### src/rtl/pipe_ctrl_pkg.sv
// pipe_ctrl_pkg: shared FSM encoding, constants and the RAW-hazard helper for the hazard controller.
package pipe_ctrl_pkg;
    typedef enum logic {RUN = 1'b0, MEM_WAIT = 1'b1} state_t;
    localparam logic [4:0]  REG_ZERO = 5'd0;
    localparam logic [31:0] NOP      = 32'd0;
    function automatic logic raw_hit(input logic [4:0] src, input logic [4:0] dst);
        return (dst != REG_ZERO) && (dst == src);
    endfunction
endpackage

### src/rtl/pipeline_hazard_ctrl_muldiv_busy_timer.sv
// muldiv_busy_timer: 8-bit down-counter that holds the HI/LO unit busy for LATENCY cycles after a start.
module muldiv_busy_timer #(
    parameter int LATENCY = 32
) (
    input  logic clock,
    input  logic reset_n,
    input  logic start,
    output logic busy
);
    logic [7:0] md_cnt_q, md_cnt_d;
    always_comb md_cnt_d = start ? 8'(LATENCY) : (md_cnt_q != 8'd0 ? md_cnt_q - 8'd1 : md_cnt_q);
    always_ff @(posedge clock or negedge reset_n) begin
        if (!reset_n) md_cnt_q <= 8'd0;
        else          md_cnt_q <= md_cnt_d;
    end
    assign busy = md_cnt_q != 8'd0;
endmodule

### src/rtl/pipeline_hazard_ctrl.sv
// pipeline_hazard_ctrl: prioritised stall/flush/bubble control for the 5-stage pipeline,
// plus saturating stall and flush performance counters.
module pipeline_hazard_ctrl
    import pipe_ctrl_pkg::*;
#(
    parameter int MULDIV_LATENCY = 32,
    parameter int CNT_W          = 32
) (
    input  logic             clock,
    input  logic             reset_n,
    input  logic [4:0]       id_rs,
    input  logic [4:0]       id_rt,
    input  logic             id_uses_rt,
    input  logic             id_uses_hilo,
    input  logic             ex_mem_read,
    input  logic [4:0]       ex_rt,
    input  logic             branch_taken,
    input  logic             muldiv_start,
    input  logic             imem_ready,
    input  logic             dmem_ready,
    output logic             pc_write,
    output logic             if_id_write,
    output logic             if_id_flush,
    output logic             id_ex_bubble,
    output logic             back_write,
    output logic             muldiv_busy,
    output logic [CNT_W-1:0] stall_cycles,
    output logic [CNT_W-1:0] flush_count
);
    state_t           state_q, state_d;
    logic [CNT_W-1:0] stall_q, stall_d, flush_q, flush_d;
    logic             load_use, hilo_haz, flush_evt;
    logic [4:0]       ctrl;

    muldiv_busy_timer #(.LATENCY(MULDIV_LATENCY)) u_timer (
        .clock  (clock),
        .reset_n(reset_n),
        .start  (muldiv_start && dmem_ready),
        .busy   (muldiv_busy)
    );

    assign load_use  = ex_mem_read && (raw_hit(id_rs, ex_rt) || (id_uses_rt && raw_hit(id_rt, ex_rt)));
    assign hilo_haz  = id_uses_hilo && muldiv_busy;
    assign flush_evt = reset_n && dmem_ready && branch_taken;

    always_comb begin
        state_d = state_q;
        if (state_q == RUN && !dmem_ready) state_d = MEM_WAIT;
        if (state_q == MEM_WAIT && dmem_ready) state_d = RUN;
        // ctrl = {pc_write, if_id_write, if_id_flush, id_ex_bubble, back_write}
        ctrl = !reset_n              ? 5'b00110 :
               !dmem_ready           ? 5'b00000 :
               branch_taken          ? 5'b11111 :
               (load_use || hilo_haz) ? 5'b00011 :
               !imem_ready           ? 5'b01101 : 5'b11001;
        stall_d = (!ctrl[4] && stall_q != '1) ? stall_q + 1'b1 : stall_q;
        flush_d = (flush_evt && flush_q != '1) ? flush_q + 1'b1 : flush_q;
    end

    assign {pc_write, if_id_write, if_id_flush, id_ex_bubble, back_write} = ctrl;
    assign stall_cycles = stall_q;
    assign flush_count  = flush_q;

    always_ff @(posedge clock or negedge reset_n) begin
        if (!reset_n) begin
            state_q <= RUN;
            stall_q <= '0;
            flush_q <= '0;
        end else begin
            state_q <= state_d;
            stall_q <= stall_d;
            flush_q <= flush_d;
        end
    end
endmodule
### config.mk
export PLATFORM = sky130hd
export DESIGN_NAME = pipeline_hazard_ctrl
export DESIGN_NICKNAME = d
export VERILOG_FILES = /design/src/rtl/pipe_ctrl_pkg.sv /design/src/rtl/pipeline_hazard_ctrl_muldiv_busy_timer.sv /design/src/rtl/pipeline_hazard_ctrl.sv
export SDC_FILE = /design/constraint.sdc
export NUM_CORES = 1
export LEC_CHECK = 0
export CAP_MARGIN = 5
export CORE_MARGIN = 2
export CORE_UTILIZATION = 45
export CTS_BUF_LIST = sky130_fd_sc_hd__clkbuf_4 sky130_fd_sc_hd__clkbuf_8 sky130_fd_sc_hd__clkbuf_16
export CTS_CLUSTER_SIZE = 14
export DETAILED_ROUTE_END_ITERATION = 10
export GPL_TIMING_DRIVEN = 0
export PLACE_DENSITY = 0.8
export SLEW_MARGIN = 20
export SYNTH_ARGS = -nofsm -noshare
export SYNTH_HDL_FRONTEND = slang
export SYNTH_SLANG_ARGS = --single-unit
### constraint.sdc
create_clock -name clock -period 2.4 [get_ports clock]
set_clock_uncertainty 0.2 [all_clocks]
set_input_delay 0.48 -clock clock [delete_from_list [all_inputs] [get_ports clock]]
set_output_delay 0.48 -clock clock [all_outputs]
set_load 0.01 [all_outputs]
## Yosys cells after proc, flatten, opt, wreduce, memory -nomap -nowiden

Cells that the tools add are included.

| storage, ports and cells | value |
|---|---|
| register bits | 72 |

| cells by class | value |
|---|---|
| reduce and logical (&&, ||, !) cells | 16 |
| muxes and demuxes | 7 |
| add/sub/neg operators | 3 |
| equality and inequality tests | 4 |

Operator list:

| cell | count |
|---|---|
| 32-bit by 1-bit adder with 32-bit output (second input constant) | 2 |
| 32-bit != test (second input constant) | 2 |
| 5-bit two-way mux | 5 |
| 8-bit two-way mux | 2 |
| 5-bit equality test | 2 |
| 1-bit logical AND | 10 |
| 8-bit nonzero test | 1 |
| 8-bit by 1-bit subtractor with 8-bit output (second input constant) | 1 |
| 5-bit nonzero test | 1 |
| 1-bit logical OR | 2 |
| 2-bit nonzero test | 1 |
| 1-bit zero test | 1 |

## Depth between registers and ports, before layout

Gate-level depths: netlist of run 1.

| logic depth | value |
|---|---|
| word-level depth | 12 |
| mapped depth | 9 |
| mapped depth without buffers | 8 |

## By module

From an unflattened synthesis of run 1, not the netlist that was laid out.

| unflattened totals | value |
|---|---|
| cell total of the unflattened synthesis | 357 |
| area, all modules | 3,726.1 um^2 |

Modules (own cells, without submodules):

| module | area an instance (um^2) | sequential area each (um^2) | times used | cells each |
|---|---|---|---|---|
| pipeline_hazard_ctrl | 3,249.4 | 1,601.5 | 1 | 310 |
| muldiv_busy_timer | 476.7 | 200.2 | 1 | 47 |

## Worst setup path before layout of run 1

No wires, ideal clock.

| path | value |
|---|---|
| path kind | input to output |
| start point | input port ex_rt[1] |
| end point | output port if_id_flush |
| cell stages on the path | 4 |
| path slack | -0.159 ns |
| required time | 1.720 ns |
| arrival time | 1.879 ns |
| path buffers | 0 |
| cells stage by stage | or4_1 o21a_1 a22o_1 o311ai_0 |

| on the way | value |
|---|---|
| cells in the longest elaborated chain, start to end | 10 |
| elaborated cells between the ends (all ways) | 13 |
| classes of those cells | eq/ne: 2; mux: 4; reduce/logical: 7 |

RTL lines:

| what | RTL line | RTL |
|---|---|---|
| from (decl) | pipeline_hazard_ctrl.sv:16 | `input logic [4:0] ex_rt,` |
| 5-bit equality test / 5-bit nonzero test (equally long branches) | pipe_ctrl_pkg.sv:7 | `return (dst != REG_ZERO) && (dst == src);` |
| 1-bit logical AND | pipe_ctrl_pkg.sv:7 |  |
| 1-bit logical AND | pipeline_hazard_ctrl.sv:42 | `assign load_use = ex_mem_read && (raw_hit(id_rs, ex_rt) \|\| (id_uses_rt && raw_hit(id_rt, ex_rt)));` |
| 1-bit logical OR (*) | pipeline_hazard_ctrl.sv:42 |  |
| 1-bit logical AND (*) | pipeline_hazard_ctrl.sv:42 |  |
| 1-bit logical OR (*) | pipeline_hazard_ctrl.sv:54 | `(load_use \|\| hilo_haz) ? 5'b00011 :` |
| 5-bit two-way mux (*) | pipeline_hazard_ctrl.sv:54 |  |
| 5-bit two-way mux (*) | pipeline_hazard_ctrl.sv:53 | `branch_taken ? 5'b11111 :` |
| 5-bit two-way mux (*) | pipeline_hazard_ctrl.sv:52 | `!dmem_ready ? 5'b00000 :` |
| 5-bit two-way mux (*) | pipeline_hazard_ctrl.sv:51 | `ctrl = !reset_n ? 5'b00110 :` |
| to (decl) | pipeline_hazard_ctrl.sv:23 | `output logic if_id_flush,` |

Every way passes the cells marked *; elsewhere a longest branch is shown, timed or not.

## Worst setup path in the final report of run 1

| path | value |
|---|---|
| start point | register u_timer.md_cnt_q[4] |
| end point | output port if_id_write |

| on the way | value |
|---|---|
| cells in the longest elaborated chain, start to end | 7 |

RTL lines:

| what | RTL line | RTL |
|---|---|---|
| from (decl) | pipeline_hazard_ctrl_muldiv_busy_timer.sv:10 | `logic [7:0] md_cnt_q, md_cnt_d;` |
| from (signal assigned) | pipeline_hazard_ctrl_muldiv_busy_timer.sv:14 | `else md_cnt_q <= md_cnt_d;` |
| 8-bit nonzero test | pipeline_hazard_ctrl_muldiv_busy_timer.sv:16 | `assign busy = md_cnt_q != 8'd0;` |
| 1-bit logical AND | pipeline_hazard_ctrl.sv:43 | `assign hilo_haz = id_uses_hilo && muldiv_busy;` |
| 1-bit logical OR | pipeline_hazard_ctrl.sv:54 |  |
| 5-bit two-way mux | pipeline_hazard_ctrl.sv:54 |  |
| 5-bit two-way mux | pipeline_hazard_ctrl.sv:53 |  |
| 5-bit two-way mux | pipeline_hazard_ctrl.sv:52 |  |
| 5-bit two-way mux | pipeline_hazard_ctrl.sv:51 |  |
| to (decl) | pipeline_hazard_ctrl.sv:22 | `output logic if_id_write,` |

No other way between the ends.

==> flow_summary.json, run 1 <==
{
  "status": "finished with violations",
  "violations": "setup timing",
  "crit_type": "reg2out",
  "startpoint_type": "flip-flop",
  "drive_gt1_frac": 0.174,
  "post-route-util": 0.662,
  "period_share": 1.14,
  "rr_startpoint": "u_timer.md_cnt_q[4]$_DFFE_PN0P_",
  "critPathMaxFanout": 3,
  "finalWeightedCongestion": 0.856,
  "min_path_type": "in2async",
  "tns_ns": -1.30,
  "fin_cells": 594,
  "vias": 3236,
  "row_count": 33,
  "slew_viol_final": 0,
  "min_period_ns": 2.73,
  "dp_hpwl_mm": 6.27,
  "tightestPinTransition_ns": 0.942,
  "cpMostUsedCell": "buf_6",
  "clk_root_buffer_cell": "clkbuf_8",
  "dpl_cell_area_um2": 4820,
  "ant_nets": 0,
  "cp.arrival_ns": 2.05,
  "insertion_delay_ns": 0.35,
  "crit_start": "u_timer.md_cnt_q[4]$_DFFE_PN0P_",
  "finalHoldViolations": 0,
  "synth_nets": 382,
  "synth_warnings": 0,
  "fmax_mhz": 366,
  "area_growth_pct": 44.7,
  "cap_viol_max_count": 0,
  "avgSynthCellArea_um2": 10.5,
  "portBuffers": 93,
  "r2r_end": "stall_cycles[3]$_DFFE_PN0P_",
  "ys_seq_elements": 72,
  "track_usage": 0.220,
  "synthesis.instances": 354,
  "diodes": 0,
  "clkSinkCount": 72,
  "drtPass1Iterations": 4,
  "endpoint_kind": "output port",
  "async_flop_share": 1.00,
  "cts_tree": "yes",
  "die-height_um": 95.0,
  "htreeDepth": 3,
  "dieArea_um2": 9020,
  "synth_flop_cell": "dfrtp_1",
  "vias_per_cell": 5.45,
  "cp_cell_sequence": "nor4_4 -> nand3_4 -> buf_6 -> a22o_4 -> buf_6 -> a21oi_2 -> buf_2",
  "cts_buffers": 9,
  "ioPinCount": 94,
  "clk_pin_slew_ns": 0.08,
  "powerDensity_nw_per_um2": 706,
  "synth_edf_count": 0,
  "leakage_nw": 2.24,
  "max_slew_margin": 0.370,
  "finalWirelength_mm": 9.61,
  "ff2ff_setup_slack_ns": 0.01,
  "critical_path.slowest_cell": "dfrtp_1",
  "cts_buffer_depth": 2,
  "drc_errors": 0,
  "drt_iter0_markers": 128,
  "place_inst": 553,
  "core_area_um2": 8130,
  "routedWlPerCell_um": 16.2,
  "yosysUniqueCellTypes": 45,
  "die_x_um": 95.0,
  "hold-worst-slack_ns": 0.0292,
  "rsz0062_at_grt": "yes",
  "postLayoutCellArea_um2": 5390,
  "grt_remaining_overflow": 0,
  "vdd_ir_drop_max_v": 0.000519,
  "setup_slack_ns": -0.334,
  "max_stage_delay_ns": 0.42,
  "start_util": 0.458,
  "grt_pass1_vias": 3072,
  "finalNetCount": 512,
  "grt_max_degree": 27,
  "syn_area_um2": 3720,
  "finalSetupViolations": 6,
  "grt_pass1_wl_mm": 15.3,
  "power_mw": 3.80,
  "crit_required_ns": 1.72,
  "rr_worst_depth": 10,
  "place_ws_ns": -1.05,
  "antenna_found_initial": 0,
  "ys_seq_area_frac": 0.484
}
[cells by family after synthesis]
logic type	share of synthesized area
mux	0.00605
flops	0.484
compound gates	0.0326
simple gates	0.254
xor+xnor	0.186
fa+ha+maj	0.0134
buf+inv	0.0242
[repair_timing]
item | CTS | global route
endpoints found under the setup margin | 27 | 41
hold buffers | 3 | 0
gates cloned | 1 | 0
setup buffers | 9 | 15
resized for setup | 62 | 17
pin swaps | 26 | 9
endpoints found under the hold margin | 22 | 0
[report_power, final]
part / total (mW) / switching [mW] / internal (mW)
combinational: 1.01 / 0.452 / 0.554
sequential: 1.61 / 0.221 / 1.39
clock: 1.18 / 0.454 / 0.731
[worst max-delay path: cells and delay by family, from the launching register on]
family	cells	cell delay (ns)
compound gates	2	0.37
simple gates	2	0.50
flops	1	0.42
buf+inv	3	0.42
[Yosys cell counts, drive strengths merged, types with 4 or more instances]
cell type | n | area [um2]
and2 | 4 | 25.0
and3 | 11 | 68.8
and4 | 5 | 43.8
buf | 5 | 42.5
dfrtp | 72 | 1800
ha | 4 | 50.1
inv | 11 | 43.8
nand2 | 27 | 109
nand3 | 34 | 183
nand4 | 27 | 175
nor2 | 23 | 86.3
nor3 | 13 | 65.1
nor4 | 8 | 65.1
or4 | 5 | 45.0
xnor2 | 62 | 543
xor2 | 17 | 149
[cell type report]
cell class,instances,area [um2]
buffer,4,37.5
clock buffer,11,145
clock inverter,5,104
fill,644,2750
inverter,11,43.8
multi-input combinational,265,1940
sequential,72,1810
tap,105,131
timing repair buffer,121,1180
[cell usage in the layout (no fill, tap or decap), types with 3 or more instances in the layout]
cell type / instances
buf_4: 20
clkdlybuf4s50_1: 71
xor2_1: 17
nand3_1: 33
nand4_1: 26
inv_1: 10
nor2_1: 20
clkbuf_8: 10
nor4_1: 7
buf_6: 7
ha_1: 4
and4_1: 3
dfrtp_2: 3
or4_4: 3
nor3_1: 12
and2_1: 4
buf_2: 5
dfrtp_1: 69
dlygate4sd2_1: 12
bufinv_16: 3
and3_1: 11
nand2_1: 25
xnor2_1: 60
[state kept, by name (all words and copies together) (netlist names)]
signal            cells
u_timer.md_cnt_q      8
flush_count          32
stall_cycles         32
[metal layers]
| metal | routed length, um | global-route usage |
|---|---|---|
| met5 | 0 | 0 |
| met4 | 182 | 0.0809 |
| met1 | 4040 | 0.278 |
| met3 | 618 | 0.0623 |
| met2 | 4760 | 0.360 |
[worst max-delay path by stage]
stage                  end  slack [ns]  cells past startpoint
2_1_floorplan     pc_write        0.02                      6
3_3_place_gp      pc_write       -3.53                      7
3_5_place_dp   if_id_flush       -1.05                      6
4_1_cts        if_id_flush       -0.40                      6
5_1_grt           pc_write       -0.39                      7
6_report       if_id_write       -0.33                      7
No activity file was read; power rests on OpenSTA's default activity.
==> run 2, diff against run 1 <==
==> constraint.sdc (replaced) <==
create_clock -name clock -period 2.4 [get_ports clock]
set_clock_uncertainty 0.2 [all_clocks]
set_input_delay 0.48 -clock clock [delete_from_list [all_inputs] [get_ports clock]]
set_output_delay 0.48 -clock clock [all_outputs]
set_load 0.05 [all_outputs]
==> run 2 against run 1 <==
The flow still finishes with violations (setup timing). Worst hold slack better by 0.26 ns. Power up 7.7%. Fmax fell by 2.6%. First-iteration DRC count down 25%. Clock power shrank 8%. Sequential share of layout area increased by 0.21 points. Via count grew 0.15%. Clock-buffer cell count shrank 2. Largest cell class unchanged.
==> flow_summary.json, run 2 (synthesized netlist as in run 1, its figures left out) <==
{
  "post-route-util": 0.662,
  "finalWeightedCongestion": 0.839,
  "area_growth_pct": 44.7,
  "grt_max_degree": 49,
  "r2r_end": "stall_cycles[1]$_DFFE_PN0P_",
  "vias_per_cell": 5.48,
  "place_ws_ns": -1.30,
  "finalNetCount": 509,
  "cts_tree": "yes",
  "period_share": 1.17,
  "min_path_type": "reg2reg",
  "portBuffers": 93,
  "cts_buffer_depth": 2,
  "crit_start": "u_timer.md_cnt_q[3]$_DFFE_PN0P_",
  "row_count": 33,
  "leakage_nw": 2.28,
  "diodes": 0,
  "crit_type": "reg2out",
  "vias": 3241,
  "drtPass1Iterations": 5,
  "routedWlPerCell_um": 15.5,
  "cp.arrival_ns": 2.13,
  "vdd_ir_drop_max_v": 0.000692,
  "ff2ff_setup_slack_ns": 0,
  "rsz0062_at_grt": "yes",
  "swShare": 0.374,
  "final_cell_mix": "clkdlybuf4s50_1, xnor2_1, dfrtp_1",
  "start_util": 0.458,
  "core_area_um2": 8130,
  "final_common_cell": "clkdlybuf4s50_1",
  "status": "finished with violations",
  "rr_worst_depth": 8,
  "powerDensity_nw_per_um2": 760,
  "clkSinkCount": 72,
  "die_x_um": 95.0,
  "insertion_delay_ns": 0.35,
  "n_fill_cell": 603,
  "pwr-share-clk": 0.265,
  "max_slew_margin": 0.643,
  "endpoint_kind": "output port",
  "track_usage": 0.216,
  "htreeDepth": 3,
  "internal-power_mw": 2.57,
  "violations": "setup timing",
  "grt_pass1_vias": 3282,
  "clk_pin_slew_ns": 0.08,
  "multi_input_area_um2": 1930,
  "cap_viol_max_count": 0,
  "grt_remaining_overflow": 0,
  "grt_pass1_wl_mm": 15.2,
  "ant_nets": 0,
  "startpoint_type": "flip-flop",
  "clk_root_buffer_cell": "clkbuf_8",
  "crit_end": "if_id_flush",
  "seq_area_um2": 1820,
  "antenna_found_initial": 0,
  "p_sw_mw": 1.53,
  "slew_viol_final": 0,
  "hold-worst-slack_ns": 0.292,
  "drive_gt1_frac": 0.195,
  "die-height_um": 95.0,
  "drt_iter0_markers": 96,
  "cts_buffers": 9,
  "power_frac_seq": 0.395,
  "setup_slack_ns": -0.408,
  "rr_startpoint": "u_timer.md_cnt_q[3]$_DFFE_PN0P_",
  "tightestPinTransition_ns": 0.533,
  "dieArea_um2": 9020,
  "finalSetupViolations": 5,
  "min_period_ns": 2.81,
  "critPathMaxFanout": 4,
  "finalWirelength_mm": 9.14,
  "dp_hpwl_mm": 6.33,
  "drc_errors": 0,
  "crit_required_ns": 1.72,
  "finalHoldViolations": 0,
  "fmax_mhz": 356,
  "ioPinCount": 94,
  "p_comb_frac": 0.340
}
-- run 2: cell types whose count changed in the layout (fill, tap and decap cells not counted), sizes merged --
cell | before | now
bufinv | 3 | 2
dlymetal6s2s | 1 | 12
clkinvlp | 0 | 1
inv | 11 | 13
dlygate4sd3 | 2 | 1
buf | 36 | 34
bufbuf | 1 | 0
clkdlybuf4s15 | 0 | 3
clkdlybuf4s50 | 71 | 67
dlygate4sd2 | 12 | 1
-- run 2: power by group through the flow --
| stage | clock network [mW] | registers, mW | logic, mW |
|---|---|---|---|
| global route | 1.18 | 1.65 | 1.49 |
| finish | 1.09 | 1.62 | 1.39 |
| CTS | 1.10 | 1.62 | 1.35 |
| detailed placement | 0 | 1.64 | 1.30 |
| global placement | 0 | 1.63 | 1.26 |
| floorplan | 0 | 2.00 | 0.495 |
-- run 2: worst min-delay path by stage --
stage | start | endpoint | cells past startpoint
after detailed placement | reset_n | u_timer.md_cnt_q[5]$_DFFE_PN0P_ | 1
final | flush_count[26]$_DFFE_PN0P_ | flush_count[26]$_DFFE_PN0P_ | 1
after global routing | flush_count[26]$_DFFE_PN0P_ | flush_count[26]$_DFFE_PN0P_ | 1
after global placement | flush_count[26]$_DFFE_PN0P_ | flush_count[26]$_DFFE_PN0P_ | 1
after floorplan | reset_n | flush_count[0]$_DFFE_PN0P_ | 0
after CTS | flush_count[26]$_DFFE_PN0P_ | flush_count[26]$_DFFE_PN0P_ | 1
-- run 2: repair_timing --
action / CTS / global route
resized for setup: 57 / 33
endpoints found under the setup margin: 30 / 37
pin swaps: 12 / 18
buffers inserted: 6 / 15
hold buffers: 2 / 0
endpoints found under the hold margin: 24 / 0
-- run 2: routing by layer --
| metal | track usage | up-vias | wire (um) |
|---|---|---|---|
| met3 | 0.0591 | 16 | 658 |
| met4 | 0.0797 | 0 | 148 |
| li1 | - | 1514 | - |
| met1 | 0.268 | 1576 | 3780 |
| met5 | 0 | - | 0 |
| met2 | 0.362 | 135 | 4550 |
-- run 2: critical path: stages, from the launching register on --
cell,delay (ns)
dfrtp_2,0.44
nor4_4,0.36
nand3_4,0.14
buf_6,0.15
a22o_4,0.26
o311ai_4,0.24
buf_6,0.20
-- run 2: cell type report --
cell class	count	share of cell area
Buffer	5	0.0107
Timing Repair Buffer	117	0.220
Sequential cell	72	0.337
Clock buffer	9	0.0230
Tap cell	105	0.0244
Clock inverter	7	0.0190
Inverter	11	0.00813
Multi-Input combinational cell	265	0.357
-- run 2: through the flow --
stage	cells	instance area [um2]	total power, mW	setup TNS [ns]
after floorplan	354	3770	2.49	-0.609
after global placement	552	4830	2.89	-352.74
after detailed placement	553	4860	2.93	-19.46
after CTS	576	5200	4.07	-1.52
after global routing	591	5390	4.31	-2.00
final	591	5390	4.10	-1.44
==> run 3, diff against run 2 <==
--- a/config.mk
+++ b/config.mk
@@ -13,7 +13,7 @@
 export DETAILED_ROUTE_END_ITERATION = 10
 export GPL_TIMING_DRIVEN = 0
 export PLACE_DENSITY = 0.8
-export SLEW_MARGIN = 20
+export SLEW_MARGIN = 10
 export SYNTH_ARGS = -nofsm -noshare
 export SYNTH_HDL_FRONTEND = slang
 export SYNTH_SLANG_ARGS = --single-unit
==> results of run 3 <==
Final layout, timing and power as in run 2 (identical DEF).
